### src/rtl/core_pkg.sv
// Shared RV32I core definitions: writeback/ALU encodings, ID/EX control bundle, halt drain default.
package core_pkg;

  localparam int unsigned XLEN_DEF         = 32;
  localparam int unsigned DRAIN_CYCLES_DEF = 3;
  localparam int unsigned CTRL_W           = 15;

  typedef enum logic [1:0] {
    RES_ALU = 2'b00,
    RES_MEM = 2'b01,
    RES_PC4 = 2'b10
  } result_src_e;

  typedef enum logic [2:0] {
    ALU_ADD = 3'b000,
    ALU_SUB = 3'b001,
    ALU_AND = 3'b010,
    ALU_OR  = 3'b011,
    ALU_LUI = 3'b100,
    ALU_SLT = 3'b101,
    ALU_XOR = 3'b111
  } alu_ctrl_e;

  // Decoded control carried across ID/EX; a bubble is the all-zero value.
  typedef struct packed {
    logic       valid;
    logic       rsvd;
    logic       reg_write;
    logic [1:0] result_src;
    logic       mem_write;
    logic       jump;
    logic       beq;
    logic       bne;
    logic       blt;
    logic       bge;
    logic [2:0] alu_control;
    logic       alu_src;
  } ctrl_bundle_t;

endpackage

### src/rtl/pipe_reg.sv
// Pipeline register with synchronous active-low reset, clear (bubble) and enable (hold when low).
module pipe_reg #(
  parameter int unsigned WIDTH = 1
) (
  input  logic             clk,
  input  logic             rst,
  input  logic             en,
  input  logic             clr,
  input  logic [WIDTH-1:0] d,
  output logic [WIDTH-1:0] q
);

  always_ff @(posedge clk) begin
    if (!rst)     q <= '0;
    else if (clr) q <= '0;
    else if (en)  q <= d;
  end

endmodule

### src/rtl/id_ex_stage.sv
// ID/EX pipeline boundary with stall/flush and halt drain sequencing.
// Optional bubble counter output enabled by defining ID_EX_BUBBLE_CNT_EN.
module id_ex_stage
  import core_pkg::*;
#(
  parameter int unsigned XLEN         = XLEN_DEF,
  parameter int unsigned DRAIN_CYCLES = DRAIN_CYCLES_DEF
) (
  input  logic            clk,
  input  logic            rst,
  input  logic            StallE,
  input  logic            FlushE,
  input  logic            RegWriteD,
  input  logic            MemWriteD,
  input  logic            JumpD,
  input  logic            ALUSrcD,
  input  logic            BeqD,
  input  logic            BneD,
  input  logic            BltD,
  input  logic            BgeD,
  input  logic [1:0]      ResultSrcD,
  input  logic [2:0]      ALUControlD,
  input  logic            doneD,
  input  logic [XLEN-1:0] RD1D,
  input  logic [XLEN-1:0] RD2D,
  input  logic [XLEN-1:0] ImmExtD,
  input  logic [XLEN-1:0] PCD,
  input  logic [XLEN-1:0] PCPlus4D,
  input  logic [4:0]      Rs1D,
  input  logic [4:0]      Rs2D,
  input  logic [4:0]      RdD,
  output logic            RegWriteE,
  output logic            MemWriteE,
  output logic            JumpE,
  output logic            ALUSrcE,
  output logic            BeqE,
  output logic            BneE,
  output logic            BltE,
  output logic            BgeE,
  output logic [1:0]      ResultSrcE,
  output logic [2:0]      ALUControlE,
  output logic [XLEN-1:0] RD1E,
  output logic [XLEN-1:0] RD2E,
  output logic [XLEN-1:0] ImmExtE,
  output logic [XLEN-1:0] PCE,
  output logic [XLEN-1:0] PCPlus4E,
  output logic [4:0]      Rs1E,
  output logic [4:0]      Rs2E,
  output logic [4:0]      RdE,
  output logic            ValidE,
  output logic            HaltPendingE,
`ifdef ID_EX_BUBBLE_CNT_EN
  output logic [31:0]     BubbleCountE,
`endif
  output logic            HaltedE
);

  localparam int unsigned CNT_W  = $clog2(DRAIN_CYCLES + 1);
  localparam int unsigned DATA_W = 5 * XLEN + 15;

  if (DRAIN_CYCLES == 0) begin : g_bad_drain
    $error("id_ex_stage: DRAIN_CYCLES must be at least 1");
  end

  // One bit per state so the halt flags come straight off flops.
  typedef enum logic [1:0] {
    S_RUN    = 2'b00,
    S_DRAIN  = 2'b01,
    S_HALTED = 2'b10
  } halt_state_e;

  halt_state_e      state_q, state_d;
  logic [CNT_W-1:0] cnt_q, cnt_d;
  logic             bubble;
  ctrl_bundle_t     ctrl_d, ctrl_q;
  logic [DATA_W-1:0] data_q;
  logic             unused_rsvd;

  // Post-halt fetches and the done instruction itself never enter EX.
  assign bubble = FlushE | (~StallE & ((state_q != S_RUN) | doneD));

  always_ff @(posedge clk) begin
    if (!rst) begin
      state_q <= S_RUN;
      cnt_q   <= '0;
    end else begin
      state_q <= state_d;
      cnt_q   <= cnt_d;
    end
  end

  always_comb begin
    state_d = state_q;
    cnt_d   = cnt_q;
    if (!StallE) begin
      case (state_q)
        S_RUN: begin
          if (doneD && !FlushE) begin
            state_d = S_DRAIN;
            cnt_d   = CNT_W'(DRAIN_CYCLES);
          end
        end
        S_DRAIN: begin
          cnt_d = cnt_q - CNT_W'(1);
          if (cnt_q == CNT_W'(1)) state_d = S_HALTED;
        end
        default: ;
      endcase
    end
  end

  assign HaltPendingE = state_q[0];
  assign HaltedE      = state_q[1];

  always_comb begin
    ctrl_d             = '0;
    ctrl_d.valid       = 1'b1;
    ctrl_d.reg_write   = RegWriteD;
    ctrl_d.result_src  = ResultSrcD;
    ctrl_d.mem_write   = MemWriteD;
    ctrl_d.jump        = JumpD;
    ctrl_d.beq         = BeqD;
    ctrl_d.bne         = BneD;
    ctrl_d.blt         = BltD;
    ctrl_d.bge         = BgeD;
    ctrl_d.alu_control = ALUControlD;
    ctrl_d.alu_src     = ALUSrcD;
  end

  pipe_reg #(.WIDTH(CTRL_W)) u_ctrl_reg (
    .clk (clk),
    .rst (rst),
    .en  (~StallE),
    .clr (bubble),
    .d   (ctrl_d),
    .q   (ctrl_q)
  );

  pipe_reg #(.WIDTH(DATA_W)) u_data_reg (
    .clk (clk),
    .rst (rst),
    .en  (~StallE),
    .clr (bubble),
    .d   ({RD1D, RD2D, ImmExtD, PCD, PCPlus4D, Rs1D, Rs2D, RdD}),
    .q   (data_q)
  );

  assign {RD1E, RD2E, ImmExtE, PCE, PCPlus4E, Rs1E, Rs2E, RdE} = data_q;

  assign ValidE      = ctrl_q.valid;
  assign RegWriteE   = ctrl_q.reg_write;
  assign ResultSrcE  = ctrl_q.result_src;
  assign MemWriteE   = ctrl_q.mem_write;
  assign JumpE       = ctrl_q.jump;
  assign BeqE        = ctrl_q.beq;
  assign BneE        = ctrl_q.bne;
  assign BltE        = ctrl_q.blt;
  assign BgeE        = ctrl_q.bge;
  assign ALUControlE = ctrl_q.alu_control;
  assign ALUSrcE     = ctrl_q.alu_src;
  assign unused_rsvd = ctrl_q.rsvd;

`ifdef ID_EX_BUBBLE_CNT_EN
  always_ff @(posedge clk) begin
    if (!rst)        BubbleCountE <= '0;
    else if (bubble) BubbleCountE <= BubbleCountE + 32'd1;
  end
`else
  // Bubble counter not built.
`endif

endmodule

### config.mk
export PLATFORM = sky130hd
export DESIGN_NAME = id_ex_stage
export DESIGN_NICKNAME = d
export VERILOG_FILES = /design/src/rtl/core_pkg.sv /design/src/rtl/pipe_reg.sv /design/src/rtl/id_ex_stage.sv
export SDC_FILE = /design/constraint.sdc
export NUM_CORES = 1
export LEC_CHECK = 0
export CORE_AREA = 4 4 146 148
export DETAILED_ROUTE_END_ITERATION = 16
export DIE_AREA = 0 0 150 152
export DONT_BUFFER_PORTS = 1
export PLACE_DENSITY = 0.54
export SYNTH_ARGS = -nofsm -noshare
export SYNTH_HDL_FRONTEND = slang
export SYNTH_SLANG_ARGS = --single-unit
### constraint.sdc
create_clock -name clk -period 1.4 [get_ports clk]
set_input_delay 0.35 -clock clk [delete_from_list [all_inputs] [get_ports clk]]
set_output_delay 0.35 -clock clk [all_outputs]
set_load 0.02 [all_outputs]
==> impl.org, run 1 <==
** Finish
- The net count of the finished layout is just over 800.
- The post-route netlist has 6.539% of its cells at a drive strength greater than 1.
- Fill cells in the final layout number 2017.
- Layout Cell Area excl Fill :: 7571 µm²
- Synthesis-to-finish area growth :: 11.23%
- The repair_antennas step left the layout with diodes totalling 0.

** Place
- Buffers placed on the I/O ports in this run total 0.
- Prior to clock tree synthesis, the placed netlist has a worst setup slack of between 100 and 150 ps.
- Once detailed placement completed, the half-perimeter wirelength came to 12960 µm.
- The congestion estimate from routability-driven global placement came to between 0.7 and 0.8.
- Total placed instance area :: about 7000 µm²

** Worst setup path
- Critical Path, Cell by Cell :: buf_4
- Worst stage delay on the critical path :: 390 ps
- Highest-delay cell along the critical path :: dfxtp_1
- Reg2Reg Depth :: 4
- Worst path depth :: 1
- By startpoint and endpoint, the worst setup path is classified as register to output port.
- The worst setup path is launched from a register.
- Kind of cell adding the most delay to the critical path :: flip-flops
- Along the worst path, the maximum fanout reaches 5.
- Endpoint arrival time on the critical path :: approximately 980 ps
- Data required time of the worst path :: 1050 ps
- Setup crit end kind :: output port
- Number of buffers and inverters on the critical path :: 1

** STA
- Portion of the clock cycle consumed by the worst path in the final layout :: approximately 95%
- Setup violations remaining at the end of the flow were counted as 0.
- Setup total negative slack on the finished layout was measured at 0 ps.
- The max-slew violation count is 0.
- In this run the tightest slew margin relative to its limit is about 52%.
- Post-route worst hold slack :: about 60 ps
- Clock skew on the completed layout was measured at between 10 and 15 ps.
- Timing would allow up to 751.8 MHz.
- The total count of hold-check failures in the final report was 0.
- Unrepaired setup endpoints after global routing :: false
- After layout, the minimum clock period comes to approximately 1300 ps.
- Slew at the pin with the worst max-slew slack :: approximately 710 ps
- Setup slack of the critical path after layout :: roughly 70 ps

** Power
- Leakage dissipation :: around 3.3 nW
- The design draws 11.08 mW.
- IR Drop Worst-Case VDD :: ~700 µV
- For this design the ratio of total power to cell area is 1463 nW/µm².

** Floorplanning
- After floorplanning, the core was divided into 52 placement rows.
- For this configuration, the core starts out at a cell density of 33.97%.
- In this run the horizontal extent of the chip is roughly 150 µm.
- In this run the count of I/O pins placed on the die edge is 384.
- The floorplan step set the die height to about 150 µm.
- The core region is 20040 µm².
- Die area :: around 23000 µm²

** Global route
- After global routing the overflow that remains totals 0.
- The initial antenna violation count came to 1.
- Maximum number of pins on one net before global-route repair :: 194
- The number of global-route vias before repair was around 4300.
- Total global-route track usage :: between 10 and 15%
- First-pass GRT wire length :: 25650 µm

** Routing
- Post-DRT Antenna Nets :: 0
- For this block, the via count after detailed routing is around 4300.
- Post-DR vias/cell :: between 4 and 5
- First drt pass iteration count :: 4
- DRC :: 0
- Initial DRC count :: roughly 150
- After detailed routing, the average wire length per cell comes to slightly below 20 µm.
- Wire length after detailed routing :: between 15000 and 20000 µm

** Clocking
- Maximum buffer depth of the clock tree :: 2
- CTS placed an instance of clkbuf_16 at the clock tree root.
- The number of gates resized after CTS was 0.
- The later pin in the worst-skew pair is clocked with a latency of between 400 and 500 ps.
- TritonCTS created 17 clock buffers.
- Clock tree from TritonCTS :: built
- Clock-pin slew was measured on the worst setup and hold paths at about 70 ps.
- Sinks on Clock Net :: a little under 200
- Maximum level of the CTS H-tree :: 4
- Once the clock tree was built, the setup fixing pass inserted 0 buffers.
- Number of hold buffers added after cts :: 0

** Job
- Across the run, the number of max-cap violations was 0.

** Synth
- Synthesis produced between 600 and 700 cells.
- Fraction of the yosys area taken by sequential cells :: between 50% and 60%
- Average cell area after synthesis :: between 10 and 15 µm²
- By area the synthesized netlist is led by dfxtp_1 (57%), mux2i_1 (28%), nor2_1 (11%).
- Of all cell types, the one taking the most synthesized area is dfxtp_1.
- Synthesis inferred about 190 register bits.
- Of all flip-flops after synthesis, the portion carrying an async set or reset was 0%.
- Number of enable flip-flop cells after synthesis :: 0
- Share of the synthesized area in the top cell type :: around 57%
- The mapped netlist covers ~6800 µm².
- Synthesized netlist net count :: between 800 and 900
- For this run, the leading register cell type out of synthesis is dfxtp_1.
- The Yosys step of the flow raised 0 warnings.
- After synthesis, the netlist uses 20 different library cells.

** Outcome
- Status :: complete, no violations

** Worst hold path
- Count of cells along the worst hold path :: 1
- The worst hold path belongs to the class input port to register.
-- through the flow --
step           instances  util (%)
4_1_cts              897     37.78
6_report             897     37.78
5_1_grt              897     37.78
3_5_place_dp         865     34.97
2_1_floorplan        632         -
3_3_place_gp         865     34.97
-- registers in the layout, summed over array words and instances, names as in the netlist --
signal,flops
u_data_reg.q,175
state_q,2
cnt_q,2
u_ctrl_reg.q,14
-- logic make-up after synthesis --
| family | synth area share, % |
|---|---|
| simple gates | 11.14 |
| flops | 56.76 |
| compound gates | 0.9744 |
| mux | 27.65 |
| fa+ha+maj | 0.1838 |
| buf+inv | 3.290 |
-- cell type report --
| cell class | instances | area [µm²] | area share [%] |
|---|---|---|---|
| clock buffer | 19 | 442.9 | 5.850 |
| clock inverter | 13 | 121.4 | 1.603 |
| inverter | 3 | 11.26 | 0.1487 |
| multi-input combinational | 394 | 2719 | 35.91 |
| sequential | 193 | 3864 | 51.03 |
| tap | 270 | 337.8 | 4.462 |
| timing repair buffer | 5 | 75.07 | 0.9916 |
-- Yosys cell counts (2+ instances only) --
library cell and n:
a21oi_1 2, buf_2 32, buf_4 2, clkbuf_1 7, dfxtp_1 193, inv_1 3
mux2i_1 188, nand2_1 2, nor2_1 191, o221a_2 2
-- power breakdown --
part / switching (mW) / internal, mW / leakage, nW / total (mW)
Sequential: 0.300 / 5.64 / 1.57 / 5.94
Clock: 2.22 / 2.39 / 0.269 / 4.61
Combinational: 0.227 / 0.300 / 1.42 / 0.527
Total: 2.75 / 8.33 / 3.25 / 11.1
-- layout by cell type, fill, tap and decap left out --
cell        instances
nor2b_1             1
inv_8               3
buf_4               2
a21oi_1             2
clkinv_8            1
nand2_1             2
nand2b_1            1
buf_12              3
nor3_2              1
o221a_2             2
clkinv_4            3
inv_6               2
o21a_1              1
clkinv_2            1
nor2_1            191
nand3_1             1
ha_1                1
clkinvlp_4          3
o21ai_4             1
clkbuf_1            1
clkbuf_16          17
dfxtp_1           193
inv_1               3
mux2i_1           188
o211a_1             1
or2_2               1
clkbuf_8            1
-- per-layer routing --
metal	track usage (%)	routed length (µm)	vias to the layer above	part of all wire, %
met1	14.29	5956	1987	34
met4	4.619	250	2	1.4
met3	7.626	2360	18	14
met2	25.90	8879	263	51
met5	0	13	-	0.074
li1	-	-	2048	-
-- path summary, 6_finish.rpt --
check | startpoint | end | slack [ps]
worst min-delay path | rst | state_q[1] | 60
worst max register to register | state_q[1] | u_data_reg.q[22] | 130
worst min register to register | cnt_q[0] | cnt_q[0] | 550
worst max-delay path | state_q[1] | HaltedE | 70
(Power assumes the default switching activity.)
==> run 2, diff against run 1 <==
--- a/config.mk
+++ b/config.mk
@@ -6,6 +6,7 @@
 export NUM_CORES = 1
 export LEC_CHECK = 0
 export CORE_AREA = 4 4 146 148
+export CTS_CLUSTER_DIAMETER = 60
 export DETAILED_ROUTE_END_ITERATION = 16
 export DIE_AREA = 0 0 150 152
 export DONT_BUFFER_PORTS = 1
==> results of run 2 <==
The final DEF is identical to that of run 1; final timing and power are the same.
